`config.mk`:
```
export PLATFORM = sky130hd
export DESIGN_NAME = ps2_keyboard_mmio
export DESIGN_NICKNAME = d
export VERILOG_FILES = /design/src/rtl/ps2_keyboard_mmio_pkg.sv /design/src/rtl/ps2_scancode_map.sv /design/src/rtl/ps2_keyboard_mmio.sv
export SDC_FILE = /design/constraint.sdc
export NUM_CORES = 1
export LEC_CHECK = 0
export CAP_MARGIN = 20
export CORE_MARGIN = 1
export CORE_UTILIZATION = 45
export DETAILED_ROUTE_END_ITERATION = 8
export SLEW_MARGIN = 20
export SYNTH_ARGS = -nofsm -noshare
export SYNTH_HDL_FRONTEND = slang
export SYNTH_HIERARCHICAL = 1
export SYNTH_SLANG_ARGS = --single-unit
```
`constraint.sdc`:
```
create_clock -name clk -period 7.4 [get_ports clk]
set_input_delay 1.48 -clock clk [delete_from_list [all_inputs] [get_ports clk]]
set_output_delay 1.48 -clock clk [all_outputs]
set_load 0.01 [all_outputs]
```
`src/rtl/ps2_keyboard_mmio_pkg.sv`:
```
// rtl/ps2_keyboard_mmio_pkg.sv - shared key codes, scancode constants and receiver states
package ps2_keyboard_mmio_pkg;

    localparam logic [15:0] KEY_SPACE     = 16'd32;
    localparam logic [15:0] KEY_ENTER     = 16'd128;
    localparam logic [15:0] KEY_BACKSPACE = 16'd129;
    localparam logic [15:0] KEY_LEFT      = 16'd130;
    localparam logic [15:0] KEY_UP        = 16'd131;
    localparam logic [15:0] KEY_RIGHT     = 16'd132;
    localparam logic [15:0] KEY_DOWN      = 16'd133;
    localparam logic [15:0] KEY_ESC       = 16'd140;

    localparam logic [7:0] SC_EXT    = 8'hE0;
    localparam logic [7:0] SC_BREAK  = 8'hF0;
    localparam logic [7:0] SC_LSHIFT = 8'h12;
    localparam logic [7:0] SC_RSHIFT = 8'h59;

    typedef enum logic [1:0] {
        ST_IDLE,
        ST_DATA,
        ST_PARITY,
        ST_STOP
    } rx_state_t;

endpackage

```
`src/rtl/ps2_scancode_map.sv`:
```
// rtl/ps2_scancode_map.sv - combinational set-2 scancode to Hack key-code ROM
module ps2_scancode_map
    import ps2_keyboard_mmio_pkg::*;
(
    input  logic        ext,
    input  logic [7:0]  scancode,
    input  logic        shift,
    output logic [15:0] code,
    output logic        valid
);

    logic [4:0] idx;
    logic       is_letter;
    logic       is_digit;

    always_comb begin
        code      = 16'd0;
        valid     = 1'b0;
        idx       = 5'd0;
        is_letter = 1'b0;
        is_digit  = 1'b0;
        if (ext) begin
            valid = 1'b1;
            case (scancode)
                8'h6B:   code = KEY_LEFT;
                8'h75:   code = KEY_UP;
                8'h74:   code = KEY_RIGHT;
                8'h72:   code = KEY_DOWN;
                default: valid = 1'b0;
            endcase
        end else begin
            valid = 1'b1;
            case (scancode)
                8'h1C: begin is_letter = 1'b1; idx = 5'd0;  end
                8'h32: begin is_letter = 1'b1; idx = 5'd1;  end
                8'h21: begin is_letter = 1'b1; idx = 5'd2;  end
                8'h23: begin is_letter = 1'b1; idx = 5'd3;  end
                8'h24: begin is_letter = 1'b1; idx = 5'd4;  end
                8'h2B: begin is_letter = 1'b1; idx = 5'd5;  end
                8'h34: begin is_letter = 1'b1; idx = 5'd6;  end
                8'h33: begin is_letter = 1'b1; idx = 5'd7;  end
                8'h43: begin is_letter = 1'b1; idx = 5'd8;  end
                8'h3B: begin is_letter = 1'b1; idx = 5'd9;  end
                8'h42: begin is_letter = 1'b1; idx = 5'd10; end
                8'h4B: begin is_letter = 1'b1; idx = 5'd11; end
                8'h3A: begin is_letter = 1'b1; idx = 5'd12; end
                8'h31: begin is_letter = 1'b1; idx = 5'd13; end
                8'h44: begin is_letter = 1'b1; idx = 5'd14; end
                8'h4D: begin is_letter = 1'b1; idx = 5'd15; end
                8'h15: begin is_letter = 1'b1; idx = 5'd16; end
                8'h2D: begin is_letter = 1'b1; idx = 5'd17; end
                8'h1B: begin is_letter = 1'b1; idx = 5'd18; end
                8'h2C: begin is_letter = 1'b1; idx = 5'd19; end
                8'h3C: begin is_letter = 1'b1; idx = 5'd20; end
                8'h2A: begin is_letter = 1'b1; idx = 5'd21; end
                8'h1D: begin is_letter = 1'b1; idx = 5'd22; end
                8'h22: begin is_letter = 1'b1; idx = 5'd23; end
                8'h35: begin is_letter = 1'b1; idx = 5'd24; end
                8'h1A: begin is_letter = 1'b1; idx = 5'd25; end
                8'h45: begin is_digit = 1'b1; idx = 5'd0; end
                8'h16: begin is_digit = 1'b1; idx = 5'd1; end
                8'h1E: begin is_digit = 1'b1; idx = 5'd2; end
                8'h26: begin is_digit = 1'b1; idx = 5'd3; end
                8'h25: begin is_digit = 1'b1; idx = 5'd4; end
                8'h2E: begin is_digit = 1'b1; idx = 5'd5; end
                8'h36: begin is_digit = 1'b1; idx = 5'd6; end
                8'h3D: begin is_digit = 1'b1; idx = 5'd7; end
                8'h3E: begin is_digit = 1'b1; idx = 5'd8; end
                8'h46: begin is_digit = 1'b1; idx = 5'd9; end
                8'h29:   code = KEY_SPACE;
                8'h5A:   code = KEY_ENTER;
                8'h66:   code = KEY_BACKSPACE;
                8'h76:   code = KEY_ESC;
                default: valid = 1'b0;
            endcase
            if (is_letter) begin
                code = (shift ? 16'd65 : 16'd97) + {11'd0, idx};
            end else if (is_digit) begin
                code = 16'd48 + {11'd0, idx};
            end
        end
    end

endmodule

```
`src/rtl/ps2_keyboard_mmio.sv`:
```
// rtl/ps2_keyboard_mmio.sv - PS/2 receiver and make/break decoder feeding the keyboard word
module ps2_keyboard_mmio
    import ps2_keyboard_mmio_pkg::*;
#(
    parameter int          TIMEOUT_CYCLES = 50000,
    parameter logic [14:0] KBD_ADDR       = 15'd24576
) (
    input  logic        clk,
    input  logic        rst,
    input  logic        ps2_clk,
    input  logic        ps2_data,
    output logic [15:0] kbd_in,
    output logic [14:0] kbd_address,
    output logic        kbd_load,
    output logic        frame_err
);

    localparam int          TW      = $clog2(TIMEOUT_CYCLES + 1);
    localparam logic [TW-1:0] TMO_MAX = TW'(TIMEOUT_CYCLES);

    // Sync flops reset high (bus idle level) so reset never fakes a falling edge.
    logic [2:0] clk_sync;
    logic [1:0] data_sync;
    logic       fall;
    logic       din;

    always_ff @(posedge clk or posedge rst) begin
        if (rst) begin
            clk_sync  <= 3'b111;
            data_sync <= 2'b11;
        end else begin
            clk_sync  <= {clk_sync[1:0], ps2_clk};
            data_sync <= {data_sync[0], ps2_data};
        end
    end

    assign fall        = clk_sync[2] & ~clk_sync[1];
    assign din         = data_sync[1];
    assign kbd_address = KBD_ADDR;

    rx_state_t      state;
    logic [2:0]     bit_cnt;
    logic [7:0]     shreg;
    logic           parity_ok;
    logic           byte_valid;
    logic [TW-1:0]  tmo_cnt;
    logic           timeout;

    assign timeout = (state != ST_IDLE) && !fall && (tmo_cnt == TMO_MAX);

    always_ff @(posedge clk or posedge rst) begin
        if (rst) begin
            tmo_cnt <= '0;
        end else if (fall) begin
            tmo_cnt <= '0;
        end else if (tmo_cnt != TMO_MAX) begin
            tmo_cnt <= tmo_cnt + TW'(1);
        end
    end

    always_ff @(posedge clk or posedge rst) begin
        if (rst) begin
            state      <= ST_IDLE;
            bit_cnt    <= 3'd0;
            shreg      <= 8'd0;
            parity_ok  <= 1'b0;
            byte_valid <= 1'b0;
            frame_err  <= 1'b0;
        end else begin
            byte_valid <= 1'b0;
            frame_err  <= 1'b0;
            if (timeout) begin
                state     <= ST_IDLE;
                frame_err <= 1'b1;
            end else if (fall) begin
                case (state)
                    ST_IDLE: begin
                        if (!din) begin
                            state   <= ST_DATA;
                            bit_cnt <= 3'd0;
                        end
                    end
                    ST_DATA: begin
                        shreg   <= {din, shreg[7:1]};
                        bit_cnt <= bit_cnt + 3'd1;
                        if (bit_cnt == 3'd7) state <= ST_PARITY;
                    end
                    ST_PARITY: begin
                        parity_ok <= ^{shreg, din};
                        state     <= ST_STOP;
                    end
                    ST_STOP: begin
                        if (din && parity_ok) byte_valid <= 1'b1;
                        else                  frame_err  <= 1'b1;
                        state <= ST_IDLE;
                    end
                    default: state <= ST_IDLE;
                endcase
            end
        end
    end

    logic        break_f;
    logic        ext_f;
    logic        shift_f;
    logic [8:0]  held;
    logic [15:0] map_code;
    logic        map_valid;

    ps2_scancode_map u_map (
        .ext      (ext_f),
        .scancode (shreg),
        .shift    (shift_f),
        .code     (map_code),
        .valid    (map_valid)
    );

    // Only the most recently made key owns the word; stale breaks are dropped.
    always_ff @(posedge clk or posedge rst) begin
        if (rst) begin
            break_f  <= 1'b0;
            ext_f    <= 1'b0;
            shift_f  <= 1'b0;
            held     <= 9'd0;
            kbd_in   <= 16'd0;
            kbd_load <= 1'b0;
        end else begin
            kbd_load <= 1'b0;
            if (byte_valid) begin
                if (shreg == SC_BREAK) begin
                    break_f <= 1'b1;
                end else if (shreg == SC_EXT) begin
                    ext_f <= 1'b1;
                end else begin
                    break_f <= 1'b0;
                    ext_f   <= 1'b0;
                    if (shreg == SC_LSHIFT || shreg == SC_RSHIFT) begin
                        shift_f <= !break_f;
                    end else if (map_valid) begin
                        if (!break_f) begin
                            held     <= {ext_f, shreg};
                            kbd_in   <= map_code;
                            kbd_load <= 1'b1;
                        end else if (held == {ext_f, shreg}) begin
                            held     <= 9'd0;
                            kbd_in   <= 16'd0;
                            kbd_load <= 1'b1;
                        end
                    end
                end
            end
        end
    end

endmodule

```
==> out/metrics.csv <==
stage;metric;value;unit
finish;Filler Cells Inserted;975;
grt;GR peak layer;met2;
power;Max IR drop VDD;0.1523;mV
logic_synthesis;Synth cell types;75;
min_path;worst min path class;register to register;
floorplan;Die Wd;105.4;um
grt;GRT Util Overall;0.2005;
timing;Final Skew;0.009123;ns
finish;final cell count without fillers;664;
min_path;Hold Startpoint;data_sync[0]$_DFF_PP1_;
min_path;hold path cells;0;
logic_synthesis;synth top area cells;dfrtp_1 32%, o221ai_2 5.9%, inv_1 4.8%, buf_4 4.5%, o311ai_0 4.4%;
clocking;# clock sinks;66;
logic_synthesis;ys async rst share;1.000;
worst_setup_path;Worst Setup SP;shreg[4]$_DFFE_PP0P_;
worst_setup_path;r2r startpoint;shreg[4]$_DFFE_PP0P_;
grt;initial antenna violation count;0;
timing;final setup vio count;0;
clocking;CTS root buf;clkbuf_8;
timing;period utilization;0.4740;
floorplan;Die ar.;0.01111;mm^2
worst_setup_path;delay-heaviest family, CP;simple AND/OR/NAND/NOR gates;
logic_synthesis;Mapped Avg Cell Area;9.199;um^2
worst_setup_path;Buf/Inv on CP;1;
worst_setup_path;critical path capture point type;register;
clocking;Worst-path clk slew;0.07;ns
job;Max Cap Viol;0;
timing;Fin Setup TNS;0;ns
route;vias per cell;5.733;
logic_synthesis;cell taking the most area after synthesis;dfrtp_1;
logic_synthesis;FF+latch count, synth;66;
power;leakage;2.005;nW
power;Logic pwr share;0.392;
finish;number of diodes;0;
grt;total grt overflow;0;
placement;I/O Buffers;21;
worst_setup_path;crit-path max FO;29;
timing;min Tclk post-route;3.508;ns
clocking;Bufs on Longest Clock Path;2;
power;Internal;0.0007857;W
floorplan;Initial Utilization;0.4660;
route;drt pass-1 iters;7;
placement;Placed Cells;647;
worst_setup_path;CP Launch Type;register;
clocking;post-cts sizing count;0;
worst_setup_path;r2r worst-path depth;10;
worst_setup_path;CP Depth;10;
worst_setup_path;CP Data Required Time;7.60;ns
grt;met3 usage;0.04391;
route;Detailed Route WL;10490;um
worst_setup_path;maximum single-stage delay on the critical path;0.94;ns
worst_setup_path;crit path cell chain;nor4b_2 -> nand3_1 -> o211a_1 -> nor3b_2 -> nand4b_4 -> nor4b_1 -> o21ai_1 -> and3b_1 -> buf_4 -> o221ai_1;
route;DRC;0;
timing;Slew headroom;0.3424;
route;Routed Antenna Nets;0;
logic_synthesis;Seq/Total Area, Yosys;0.3446;
worst_setup_path;Critical Path AT;3.70;ns
grt;vias in the first global route;3627;
placement;placed wire-length estimate;6770;um
placement;final weighted congestion in routability-driven placement;0.9370;
power;sw frac;0.4357;
finish;area delta synth->final;6.528;%
grt;first-pass GRT wire length;18060;um
logic_synthesis;mapped cell area;0.004811;mm^2
worst_setup_path;flop2flop setup slack;3.89;ns
finish;Reg area;0.001658;mm^2
route;Iter 0 DRT Violations;138;
logic_synthesis;Cells after Synth;523;
timing;unrepaired setup endpoints after global routing;no;
timing;max-slew violation count;0;
run_status;status;completed;
route;drt wl/cell;15.80;um
floorplan;Die Span Y;105.4;um
logic_synthesis;EDFF count, synth;0;
logic_synthesis;share of the synthesized area in the top cell type;0.3173;
grt;met1 usage;0.2689;
grt;largest net degree at the start of global routing;67;
logic_synthesis;Ys Warns;6;
min_path;hold endpoint;data_sync[1]$_DFF_PP1_;
timing;final hold violations;0;
worst_setup_path;FF-to-FF End;held[7]$_DFFE_PP0P_;
clocking;number of post-CTS setup repair buffers;0;
clocking;Clk Latency, worst-skew pair;0.34;ns
timing;Worst-Margin Slew;0.9837;ns
finish;area of the multi-input gates;0.002591;mm^2
power;Clk network pwr share;0.221;
floorplan;Top-Level Pins;37;
logic_synthesis;Commonest cells post-synth;61 x dfrtp_1, 61 x inv_1, 31 x nand2_1;
power;Flop pwr share;0.387;
timing;Fmax;0.2851;GHz
route;vias;3807;
clocking;CTS tree;done;
floorplan;core area;0.01032;mm^2
logic_synthesis;Most used DFF post-synth;dfrtp_1;
clocking;hold-fix buffer count after cts;0;
clocking;CTS buffer count;9;
finish;fraction of layout cells with a size suffix above 1;0.1231;
worst_setup_path;Setup CP Type;register to register;
clocking;H-tree lvl count;3;
power;Pwr Density;271.7;mW/mm^2
finish;layout net count;536;
floorplan;Cell Rows;37;
grt;met2 Resource Use GR;0.3228;
worst_setup_path;CP max stage cell;dfrtp_1;
power;switching pwr;0.0006066;W
[final cells by class]
class | count | share of cell area
clock buffers | 10 | 0.02686
clock inverters | 6 | 0.01270
inverters | 61 | 0.04468
multi-input cells | 356 | 0.5056
flip-flops and latches | 66 | 0.3235
well taps | 136 | 0.03320
repair buffers | 29 | 0.05347
[logic make-up (layout without fill, tap and decap cells)]
| logic type | count (synthesis) | after routing | synth area share |
|---|---|---|---|
| AO/OA/AOI/OAI | 133 | 133 | 0.2299 |
| XOR/XNOR | 26 | 26 | 0.05019 |
| adder cells (fa/ha/maj) | 9 | 9 | 0.02341 |
| buffers and inverters | 121 | 106 | 0.1324 |
| flip-flops | 66 | 66 | 0.3446 |
| multiplexers | 6 | 6 | 0.01378 |
| other | 3 | 23 | 0.002341 |
| AND/OR/NAND/NOR | 159 | 159 | 0.2034 |
[layout by cell type (no fill, tap or decap), types with 18 or more instances in the layout]
| cell | netlist | final |
|---|---|---|
| clkdlybuf4s50_1 | 0 | 21 |
| nor2_1 | 22 | 22 |
| inv_1 | 61 | 60 |
| o21ai_0 | 21 | 21 |
| conb_1 | 3 | 23 |
| nand2_1 | 31 | 31 |
| o221ai_2 | 19 | 19 |
| dfrtp_1 | 61 | 61 |
| xnor2_1 | 18 | 18 |
| o311ai_0 | 24 | 24 |
[stage by stage]
step	area [um^2]	hold WS (ns)	power (W)	worst slack (ns)	util
after floorplan	4886	0.3452	0.0009683	4.273	-
after global placement	4911	0.3473	0.001068	3.925	0.4757
after detailed placement	4911	0.3468	0.001069	3.949	0.4757
after CTS	5114	0.3589	0.001385	3.968	0.4953
after global routing	5125	0.3633	0.001498	3.674	0.4964
final	5125	0.3573	0.001392	3.892	0.4964
[registers in the layout, indices dropped and copies added (netlist names)]
name / count
shreg: 8
ext_f: 1
tmo_cnt: 16
data_sync: 2
held: 9
byte_valid: 1
state: 2
parity_ok: 1
break_f: 1
bit_cnt: 3
kbd_load: 1
clk_sync: 3
kbd_in: 16
frame_err: 1
shift_f: 1
[power groups by stage]
stage / logic (W) / registers (W) / clock network (W)
finish: 0.000545 / 0.000539 / 0.000308
global route: 0.000608 / 0.000554 / 0.000336
CTS: 0.000529 / 0.000537 / 0.000319
detailed placement: 0.000524 / 0.000544 / 0
global placement: 0.000523 / 0.000545 / 0
floorplan: 0.000506 / 0.000462 / 0
[metal layers]
metal  part of all wire  up-vias
met5                  0        -
met4              0.014        0
met3              0.057       14
met2               0.47      115
met1               0.46     1828
li1                   -     1850
[worst max path at each step]
stage	slack (ns)	to
2_1_floorplan	4.27	bit_cnt[0]$_DFFE_PP0P_
3_3_place_gp	3.93	held[3]$_DFFE_PP0P_
3_5_place_dp	3.95	held[7]$_DFFE_PP0P_
4_1_cts	3.97	held[7]$_DFFE_PP0P_
5_1_grt	3.67	held[7]$_DFFE_PP0P_
6_report	3.89	held[7]$_DFFE_PP0P_
Note: power is estimated with default switching activity, not from simulation.
==> edit: new RTL, same flow settings <==
The 4 states of `rx_state_t` get a Gray code encoding in 2 bits.
--- a/src/rtl/ps2_keyboard_mmio_pkg.sv
+++ b/src/rtl/ps2_keyboard_mmio_pkg.sv
@@ -18,6 +18,6 @@
     typedef enum logic [1:0] {
-        ST_IDLE,
-        ST_DATA,
-        ST_PARITY,
-        ST_STOP
+        ST_IDLE   = 2'b00,
+        ST_DATA   = 2'b01,
+        ST_PARITY = 2'b11,
+        ST_STOP   = 2'b10
     } rx_state_t;
Check against the original RTL: no difference found for any inputs over 10 cycles, from zero or initial values and one cycle with rst high; not proved beyond that.
==> edit against the original RTL <==
  * Synthesized cell count down 2.9%
  * Clock power is 9.4% higher
  * Setup slack better by 0.056 ns
  * Hold slack better by 0.00068 ns
  * Critical path depth unchanged
  * Utilization shrank 0.17 points
  * Cell area down 0.78%
  * Wire length is 0.13% lower
  * Sequential cell count unchanged
  * Area after synthesis shrank 1.2%
  * Non-clock buffer count down 2
  * Die area fell by 1.2%
  * Total power down 3.3%
  * Critical path type unchanged
  * Critical endpoint unchanged
  * Largest power group is now registers
==> edit: results (changes against the original RTL) <==
placed_design:
  dp_cells: 634  # -2.0%
  dp_hpwl_um: 6950  # +2.7%
  io_buffer_count: 21  # unchanged
  post-place-ws_ns: 3.96  # +0.00732 ns
  gp_congestion: 0.870  # -7.2%
clock_network:
  post_cts_buffers: 0  # unchanged
  cts.path.max_buffers: 2  # unchanged
  clk_pin_slew_ns: 0.07  # about the same
  h-tree-depth: 3  # unchanged
  post_cts_resized: 0  # unchanged
  root_buffer: "clkbuf_8"
  cts_made_buffers: 9  # unchanged
  clock_latency_ns: 0.35
power:
  irDropWorstVdd_mv: 0.149  # -2.3%
  p_leak_uw: 0.00199  # -0.96%
synthesis:
  synthArstFlopShare_pct: 100  # unchanged
  synthMuxAreaShare_pct: 3.34  # +2.0 points
  synth_ff_type: "dfrtp_1"
  yosys_warnings: 6  # unchanged
  synth_adder_area_share_pct: 1.32  # -1.0 points
  ys_top_cells_by_area: "dfrtp_1, o221ai_2, buf_4"
  synth_compound_area_share_pct: 22.1  # -0.92 points
  ys_seq_area_share_pct: 34.9  # +0.44 points
  synth_cell_types: 77  # +2.7%
  avgSynthCellArea_um2: 9.35  # +1.7%
  synth_common_cells: "dfrtp_1, inv_1, buf_4"
  synth-xor-area-share_pct: 5.27  # +0.25 points
worst_setup_path:
  cp.arrival_ns: 3.64  # -0.06 ns
  cp_max_fo: 28  # -3.4%
  r2r_slack_ns: 3.95  # +0.06 ns
detailed_routing:
  drt_iter0_drc: 186  # +35%
  vias_per_cell: 5.81  # +1.4%
  wl_um: 10500  # -0.13%
  firstDrtPassIters: 4  # -3
  drt-wirelength-per-cell_um: 16.1  # +2.0%
grt:
  grt_max_degree: 67  # unchanged
  antenna_found_initial: 0  # unchanged
  grt_pass1_wl_um: 18500  # +2.6%
  first_global_vias: 3781  # +4.2%
  grt_use_total_pct: 20.8  # +0.71 points
min_path:
  hold_class: "reg -> reg"
sta:
  slew_headroom_pct: 33.0  # -1.3 points
  skew_ns: 0.00993  # +0.000807 ns
  fmax_mhz: 290  # +1.6%
layout:
  nets: 518  # -3.4%
  post_route_cells_drive_above_1_share_pct: 12.3  # -0.054 points
  reg_top3: "kbd_in (16), tmo_cnt (16), held (9)"
  diodes: 0  # unchanged
run_status:
  status: "finished, final reports clean"
edit: changes by cell type in the layout (fill, tap and decap cells not counted), sizes merged, moves of 2 or more:
| cell | delta |
|---|---|
| nor2 | +3 |
| xnor2 | +3 |
| mux2i | +7 |
| mux2 | +2 |
| a32o | -2 |
| buf | -2 |
| o21ai | -7 |
| inv | -5 |
| a22o | +2 |
| ha | -4 |
| xor2 | -2 |
| nor4bb | -2 |
| nand2 | -7 |
edit: cell families (layout without fill, tap and decap cells):
group	Yosys count	after routing
simple gates	155	155
compound gates	123	123
buf+inv	114	100
flops	66	66
xor+xnor	27	27
mux	15	15
fa+ha+maj	5	5
other cells	3	23
edit: per-layer routing:
metal / GRT usage (%) / routed length, um / up-vias
li1: - / - / 1819
met1: 28.7 / 4990 / 1844
met2: 32.0 / 4850 / 90
met3: 2.37 / 315 / 26
met4: 10.9 / 324 / 0
met5: 0 / 0 / -
edit: stage by stage:
| stage | cell area [um2] | hold WS, ns |
|---|---|---|
| floorplan | 4830 | 0.345 |
| global placement | 4870 | 0.346 |
| detailed placement | 4870 | 0.347 |
| CTS | 5080 | 0.358 |
| global route | 5080 | 0.365 |
| finish | 5080 | 0.358 |
edit: area by class of cell:
type | instances | area, um2
Sequential cell | 66 | 1660
Clock buffer | 11 | 141
Fill cell | 991 | 5190
Clock inverter | 5 | 77.6
Multi-Input combinational cell | 348 | 2570
Inverter | 57 | 214
Timing Repair Buffer | 27 | 255
Tap cell | 136 | 170
edit: path summary, 6_finish.rpt:
check	startpoint	endpoint	cells after the start
min in group asynchronous	rst	tmo_cnt[9]	3
min reg2reg	clk_sync[0]	clk_sync[1]	0
min	clk_sync[0]	clk_sync[1]	0
max reg2reg	shreg[4]	held[7]	10
max in group asynchronous	rst	ext_f	3
max	shreg[4]	held[7]	10
edit: worst max-delay path, stage by stage (launching register included):
cell	delay, ns
dfrtp_1	0.92
nor4b_2	0.70
nand3_1	0.18
o211a_1	0.18
nor3b_2	0.17
nand4b_4	0.16
nor4b_1	0.08
o21ai_1	0.18
and3b_1	0.18
buf_4	0.37
o221ai_1	0.16
edit: power by group:
part           internal (uW)  leakage (uW)  switching [uW]
clock                    198      0.000109             139
sequential               394      0.000844             110
combinational            203       0.00103             302
total                    794       0.00199             551
